===== config.mk =====
export PLATFORM = sky130hd
export DESIGN_NAME = video_timing_detect
export DESIGN_NICKNAME = d
export VERILOG_FILES = /design/src/rtl/video_timing_detect.sv
export SDC_FILE = /design/constraint.sdc
export NUM_CORES = 1
export LEC_CHECK = 0
export CAP_MARGIN = 20
export CELL_PAD_IN_SITES_DETAIL_PLACEMENT = 1
export CELL_PAD_IN_SITES_GLOBAL_PLACEMENT = 1
export CORE_UTILIZATION = 42
export DETAILED_ROUTE_END_ITERATION = 10
export GPL_ROUTABILITY_DRIVEN = 0
export HOLD_SLACK_MARGIN = 0.02
export PLACE_DENSITY = 0.84
export SYNTH_ARGS = -nofsm -noshare
export SYNTH_HDL_FRONTEND = slang
export SYNTH_SLANG_ARGS = --single-unit

===== constraint.sdc =====
create_clock -name clk -period 5.2 [get_ports clk]
set_input_delay 0.52 -clock clk [delete_from_list [all_inputs] [get_ports clk]]
set_output_delay 0.52 -clock clk [all_outputs]
set_load 0.05 [all_outputs]

===== src/rtl/video_timing_detect.sv =====
// Sink-side video timing recovery: rebuilds hc/vc from hsync/vsync/hbl/vbl,
// measures line/frame geometry and sync placement, and flags lock once the geometry is stable.
module video_timing_detect #(
  parameter int W           = 9,
  parameter int LOCK_FRAMES = 3,
  parameter int SYNC_LOW    = 0
) (
  input  logic         clk,
  input  logic         reset,
  input  logic         clk_pix,
  input  logic         hsync,
  input  logic         vsync,
  input  logic         hbl,
  input  logic         vbl,
  output logic [W-1:0] hc,
  output logic [W-1:0] vc,
  output logic [W-1:0] h_total,
  output logic [W-1:0] h_active,
  output logic [W-1:0] hs_pos,
  output logic [W-1:0] hs_width,
  output logic [W-1:0] v_total,
  output logic [W-1:0] v_active,
  output logic [W-1:0] vs_pos,
  output logic [W-1:0] vs_width,
  output logic         frame_start,
  output logic         locked,
  output logic         timeout
);

  localparam logic [W-1:0] MAX    = {W{1'b1}};
  localparam logic [W-1:0] ONE    = {{(W-1){1'b0}}, 1'b1};
  localparam logic [3:0]   LOCK_N = 4'(LOCK_FRAMES);

  typedef enum logic [1:0] {SEARCH = 2'd0, TRACK = 2'd1, LOCKED = 2'd2} state_t;
  state_t state, state_n;

  logic [1:0]   rst_q;
  logic         rst;
  logic         hs, vs;
  logic         hs_d, vs_d, hbl_d, vbl_d;
  logic         hbl_fall, hbl_rise, vbl_fall, vbl_rise;
  logic         hs_rise, hs_fall, vs_rise, vs_fall;
  logic [W-1:0] hcnt, vcnt, h_new, v_new, hidx, vidx;
  logic [W-1:0] ref_h, ref_v;
  logic [3:0]   match, match_inc;
  logic         sat, geo_ok, line_bad, skip;

  function automatic logic [W-1:0] sat_inc(input logic [W-1:0] v);
    return (v == MAX) ? MAX : v + ONE;
  endfunction

  // Reset asserts asynchronously, releases two clocks later in step with clk.
  always_ff @(posedge clk or posedge reset) begin
    if (reset) rst_q <= 2'b11;
    else       rst_q <= {rst_q[0], 1'b0};
  end
  assign rst = rst_q[1];

  assign hs = (SYNC_LOW != 0) ? ~hsync : hsync;
  assign vs = (SYNC_LOW != 0) ? ~vsync : vsync;

  assign hbl_fall = clk_pix &  hbl_d & ~hbl;
  assign hbl_rise = clk_pix & ~hbl_d &  hbl;
  assign vbl_fall = clk_pix &  vbl_d & ~vbl;
  assign vbl_rise = clk_pix & ~vbl_d &  vbl;
  assign hs_rise  = clk_pix & ~hs_d  &  hs;
  assign hs_fall  = clk_pix &  hs_d  & ~hs;
  assign vs_rise  = clk_pix & ~vs_d  &  vs;
  assign vs_fall  = clk_pix &  vs_d  & ~vs;

  // hidx/vidx are the position of the sample being observed this enable, so
  // edges are stamped with the pixel/line on which they actually occur.
  assign h_new = sat_inc(hcnt);
  assign v_new = sat_inc(vcnt);
  assign hidx  = hbl_fall ? '0 : h_new;
  assign vidx  = vbl_fall ? '0 : (hbl_fall ? v_new : vcnt);

  // A counter about to be cleared by its own edge does not count as saturated.
  assign sat       = ((hcnt == MAX) && !hbl_fall) || ((vcnt == MAX) && !vbl_fall);
  assign geo_ok    = (h_new == ref_h) && (v_new == ref_v) && !line_bad;
  assign match_inc = match + 4'd1;

  assign hc = hcnt;
  assign vc = vcnt;

  always_ff @(posedge clk or posedge rst) begin
    if (rst) begin
      hs_d <= 1'b0; vs_d <= 1'b0; hbl_d <= 1'b0; vbl_d <= 1'b0;
      hcnt <= '0; vcnt <= '0;
      h_total <= '0; h_active <= '0; hs_pos <= '0; hs_width <= '0;
      v_total <= '0; v_active <= '0; vs_pos <= '0; vs_width <= '0;
      frame_start <= 1'b0;
    end else begin
      if (clk_pix) begin
        hs_d  <= hs;
        vs_d  <= vs;
        hbl_d <= hbl;
        vbl_d <= vbl;
        hcnt  <= hidx;
        vcnt  <= vidx;
      end
      if (hbl_fall) h_total  <= h_new;
      if (hbl_rise) h_active <= hidx;
      if (hs_rise)  hs_pos   <= hidx;
      if (hs_fall)  hs_width <= hidx - hs_pos;
      if (vbl_fall) v_total  <= v_new;
      if (vbl_rise) v_active <= vidx;
      if (vs_rise)  vs_pos   <= vidx;
      if (vs_fall)  vs_width <= vidx - vs_pos;
      frame_start <= vbl_fall;
    end
  end

  // Lock bookkeeping: references, match count, intra-frame line check, timeout.
  always_ff @(posedge clk or posedge rst) begin
    if (rst) begin
      timeout  <= 1'b0;
      line_bad <= 1'b0;
      skip     <= 1'b1;
      match    <= '0;
      ref_h    <= '0;
      ref_v    <= '0;
    end else begin
      if (sat)           timeout <= 1'b1;
      else if (vbl_fall) timeout <= 1'b0;

      if (vbl_fall)                                       line_bad <= 1'b0;
      else if (hbl_fall && !skip && (h_new != h_total))   line_bad <= 1'b1;

      if (state == SEARCH)            skip <= 1'b1;
      else if (hbl_fall && !vbl_fall) skip <= 1'b0;

      if (sat) begin
        match <= '0;
      end else if (vbl_fall) begin
        case (state)
          SEARCH: begin
            match <= '0;
            ref_h <= h_new;
            ref_v <= v_new;
          end
          TRACK: begin
            if (geo_ok) begin
              match <= match_inc;
            end else begin
              match <= '0;
              ref_h <= h_new;
              ref_v <= v_new;
            end
          end
          default: begin
            if (!geo_ok) begin
              match <= '0;
              ref_h <= h_new;
              ref_v <= v_new;
            end
          end
        endcase
      end
    end
  end

  always_ff @(posedge clk or posedge rst) begin
    if (rst) state <= SEARCH;
    else     state <= state_n;
  end

  always_comb begin
    state_n = state;
    if (sat) begin
      state_n = SEARCH;
    end else if (vbl_fall) begin
      case (state)
        SEARCH:  state_n = TRACK;
        TRACK:   if (geo_ok && (match_inc == LOCK_N)) state_n = LOCKED;
        LOCKED:  if (!geo_ok) state_n = SEARCH;
        default: state_n = SEARCH;
      endcase
    end
  end

  always_comb begin
    locked = (state == LOCKED);
  end

endmodule

==> results.txt <==
Post-synthesis instance total: 705
Post-route ant nets: 0
Ports: 100
Root Driver: clkbuf_16
Port bufs: 99
Post-Route M1 WL: 8465 um
CTS Buffer Depth: 2
Synth Net Count: 734
Crit share post-route: 0.7495
Hold Path End: rst_q[1]
Total CTS buffers: 17
Synthesis-to-layout area growth: 27.30%
Nets: 829
Int Pwr: 0.002845 W
Minimum clock period: 3.897 ns
R2R cell count: 15
Max-cap violation count: 0
FF+latch count, synth: 124
Wire per inst: 19.18 um
Total global routing overflow: 0
Clock Latency Late Sink: 0.43 ns
Die extent in x: 127.5 um
Initial DRC count: 317
Top FF cell, synth: dfrtp_1
Largest net degree at the start of global routing: 72
DRT Pass-1 Iters: 5
EDFF count, synth: 0
Synth unique cells: 66
CTS resizes: 0
Hold path startpoint: rst_q[0]
Worst reg2reg endpoint: vs_width[8]
Sequential Power Share: 0.292
Die Span Y: 127.5 um
Status: completed
Routed wl met2: 9843 um
Hold depth: 0
CP startpoint kind: primary input
Sequential fraction of the synthesis area: 0.4697
Register-to-register setup slack: 1.43 ns
Switching fraction of total power: 0.4203
Fraction of layout cells with a size suffix above 1: 0.08631
Initial core utilization: 0.4335
Fin Setup TNS: 0 ns
Layout fillers: 1712
Top routing layer used: met4
CP Class: primary input to flop
Worst r2r src: vc[0]
Maximum fanout along the worst path: 31
P_leak: 3.778 nW
# setup viols final: 0
# diodes: 0
Reg clk slew, reported paths: 0.06 ns
Antenna violations before repair: 0
Hold crit path type: flop to flop
Number of global-route vias before repair: 6191
Clk pwr share: 0.266
Clock sink total: 124
Yosys warns: 0
Final Hold Fails: 0
Die area: 16250 sq um
Combinational Power Share: 0.442
Max-slew violations: 0
DP Wirelength: 14000 um
Via count: 5665
Rel. slew slack: 0.2797
Placed Area: 7775 sq um
Critical Path End Type: flop
Netlist Area Pre-Place: 6614 sq um
First-pass GRT wire length: 32440 um
Peak VDD IR: 0.2566 mV
H-tree lvl count: 4
RSZ-0062 raised after global routing: false
Residual DRC count: 0
CORE AREA: 15260 sq um
Cell row count: 45
Post-CTS Setup Bufs: 0
CP Data Required Time: 5.52 ns
Drt total wl: 19600 um
Asr flop ratio synth: 1.000
Total track usage: 0.2605
P per Cell Area: 582.8 nW/um^2
Fmax: 256.6 MHz
Wire length on met3: 854 um
Mean Syn Cell Area: 9.381 sq um
Skew final: 0.009874 ns
Vias per inst: 5.543
Worst slew pin tran: 1.072 ns
Hold_buf cts: 0
P_sw: 0.002062 W
Post-layout instance area: 8419 sq um
Crit path DAT: 4.21 ns
CTS tree: done
[sequential cells by signal, indices dropped and copies added (netlist names), 2 cells and up]
register  count
h_active      9
h_total       9
hc            9
hs_pos        9
hs_width      9
match         4
ref_h         9
ref_v         9
rst_q         2
state         2
v_active      9
v_total       9
vc            9
vs_pos        9
vs_width      9
[cell type report]
cell class,instances,area [sq um],share of cell area
Multi-Input combinational cell,494,3137,0.3726
Sequential cell,124,3107,0.3690
Timing Repair Buffer,108,1059,0.1257
Clock buffer,25,515.5,0.06123
Tap cell,211,264.0,0.03136
Inverter,55,209.0,0.02482
Clock inverter,5,128.9,0.01531
[how the worst max path moves through the flow]
stage,cells past startpoint,startpoint,endpoint
floorplan,1,rst_q[1],frame_start
global placement,16,clk_pix,vs_width[7]
detailed placement,16,clk_pix,vs_width[7]
CTS,16,clk_pix,vs_width[7]
global route,15,clk_pix,vs_width[7]
finish,16,clk_pix,vs_width[7]
[synth_stat cells, drive strengths merged (2+ instances only)]
cell | n | area, sq um
a2111oi | 2 | 23.77
a211oi | 7 | 52.55
a21boi | 6 | 45.04
a21o | 12 | 90.09
a21oi | 21 | 116.4
a31oi | 6 | 37.54
a41oi | 2 | 25.03
and2 | 6 | 40.04
and3 | 4 | 25.02
and4 | 6 | 55.05
buf | 13 | 92.58
clkbuf | 19 | 71.32
dfrtp | 121 | 3028
dfstp | 3 | 78.83
fa | 2 | 40.04
ha | 20 | 250.2
inv | 55 | 206.5
mux2 | 17 | 191.4
mux2i | 14 | 140.1
nand2 | 108 | 405.4
nand2b | 6 | 37.54
nand3 | 16 | 80.08
nand3b | 6 | 45.04
nand4 | 10 | 68.81
nor2 | 37 | 138.9
nor2b | 4 | 25.02
nor3 | 10 | 55.05
nor3b | 8 | 65.06
nor4 | 4 | 25.02
o2111a | 2 | 22.52
o21a | 4 | 30.03
o21ai | 79 | 395.4
o221a | 2 | 22.52
o221ai | 2 | 17.52
o22a | 2 | 17.52
o22ai | 3 | 18.77
o2bb2ai | 3 | 26.28
o31ai | 12 | 90.09
or2 | 7 | 43.79
or3 | 3 | 18.77
xnor2 | 19 | 166.4
xor2 | 11 | 96.34
[power groups by stage]
stage / clock, W / combinational [W] / sequential, W
after floorplan: 0 / 0.000864 / 0.00201
after global placement: 0 / 0.00208 / 0.00142
after detailed placement: 0 / 0.00215 / 0.00144
after CTS: 0.00132 / 0.00218 / 0.00143
after global routing: 0.00136 / 0.00233 / 0.00147
final: 0.00131 / 0.00217 / 0.00143
[critical path, stage by stage]
cell and delay, ns:
clkdlybuf4s50_1 0.71, nand2_1 0.13, or2_2 0.56, nand2_1 0.17, o21ai_0 0.11, nand2_1 0.21
inv_1 0.07, ha_1 0.27, nor2b_1 0.13, o21ai_0 0.27, a21boi_0 0.19, o21ai_0 0.24
a21boi_0 0.15, o21ai_0 0.21, mux2i_1 0.20, nand2_1 0.07
[metal layers]
metal / up-vias / GRT usage
met1: 2845 / 0.3182
li1: 2625 / -
met4: 0 / 0.1078
met2: 160 / 0.4503
met3: 35 / 0.05067
met5: - / 0
[cell families (layout without fill, tap and decap cells)]
kind of cell | Yosys count | in the layout | share of synthesized area
adders and majority gates | 22 | 22 | 0.04389
buffers and inverters | 87 | 193 | 0.05600
xor gates and xnor gates | 30 | 30 | 0.03973
other | 1 | 1 | 0.0005670
muxes | 31 | 31 | 0.05013
DFF | 124 | 124 | 0.4697
AOI/OAI and AO/OA | 174 | 174 | 0.1680
and+or+nand+nor | 236 | 236 | 0.1720
[metrics by stage]
stage                       util  hold slack [ns]  total power (W)  worst slack, ns  cells
after floorplan                -           0.3452         0.002875            1.625    705
after global placement    0.5096           0.3469         0.003495            1.266    992
after detailed placement  0.5096           0.3578         0.003594           0.9300    992
after CTS                 0.5518           0.3660         0.004927            1.285   1022
after global routing      0.5518           0.3679         0.005158           0.8935   1022
final                     0.5518           0.3672         0.004907            1.303   1022
[cells in the final DEF, fill, tap and decap left out, drive strengths merged, types with 3 or more instances in the layout]
cell           count
a21oi             21
buf                9
nor3              10
nor3b              8
a21o              12
o2bb2ai            3
nand3             16
and2               6
mux2i             14
a31oi              6
o31ai             12
nor2b              4
bufinv             4
o21a               4
clkdlybuf4s50     99
and4               6
xor2              11
o21ai             79
and3               4
xnor2             19
or3                3
dfrtp            121
nand4             10
a21boi             6
nor4               4
ha                20
nor2              37
clkbuf            25
nand3b             6
nand2b             6
nand2            108
or2                7
o22ai              3
mux2              17
inv               55
a211oi             7
dfstp              3
Power figures use the tool's default switching activity.
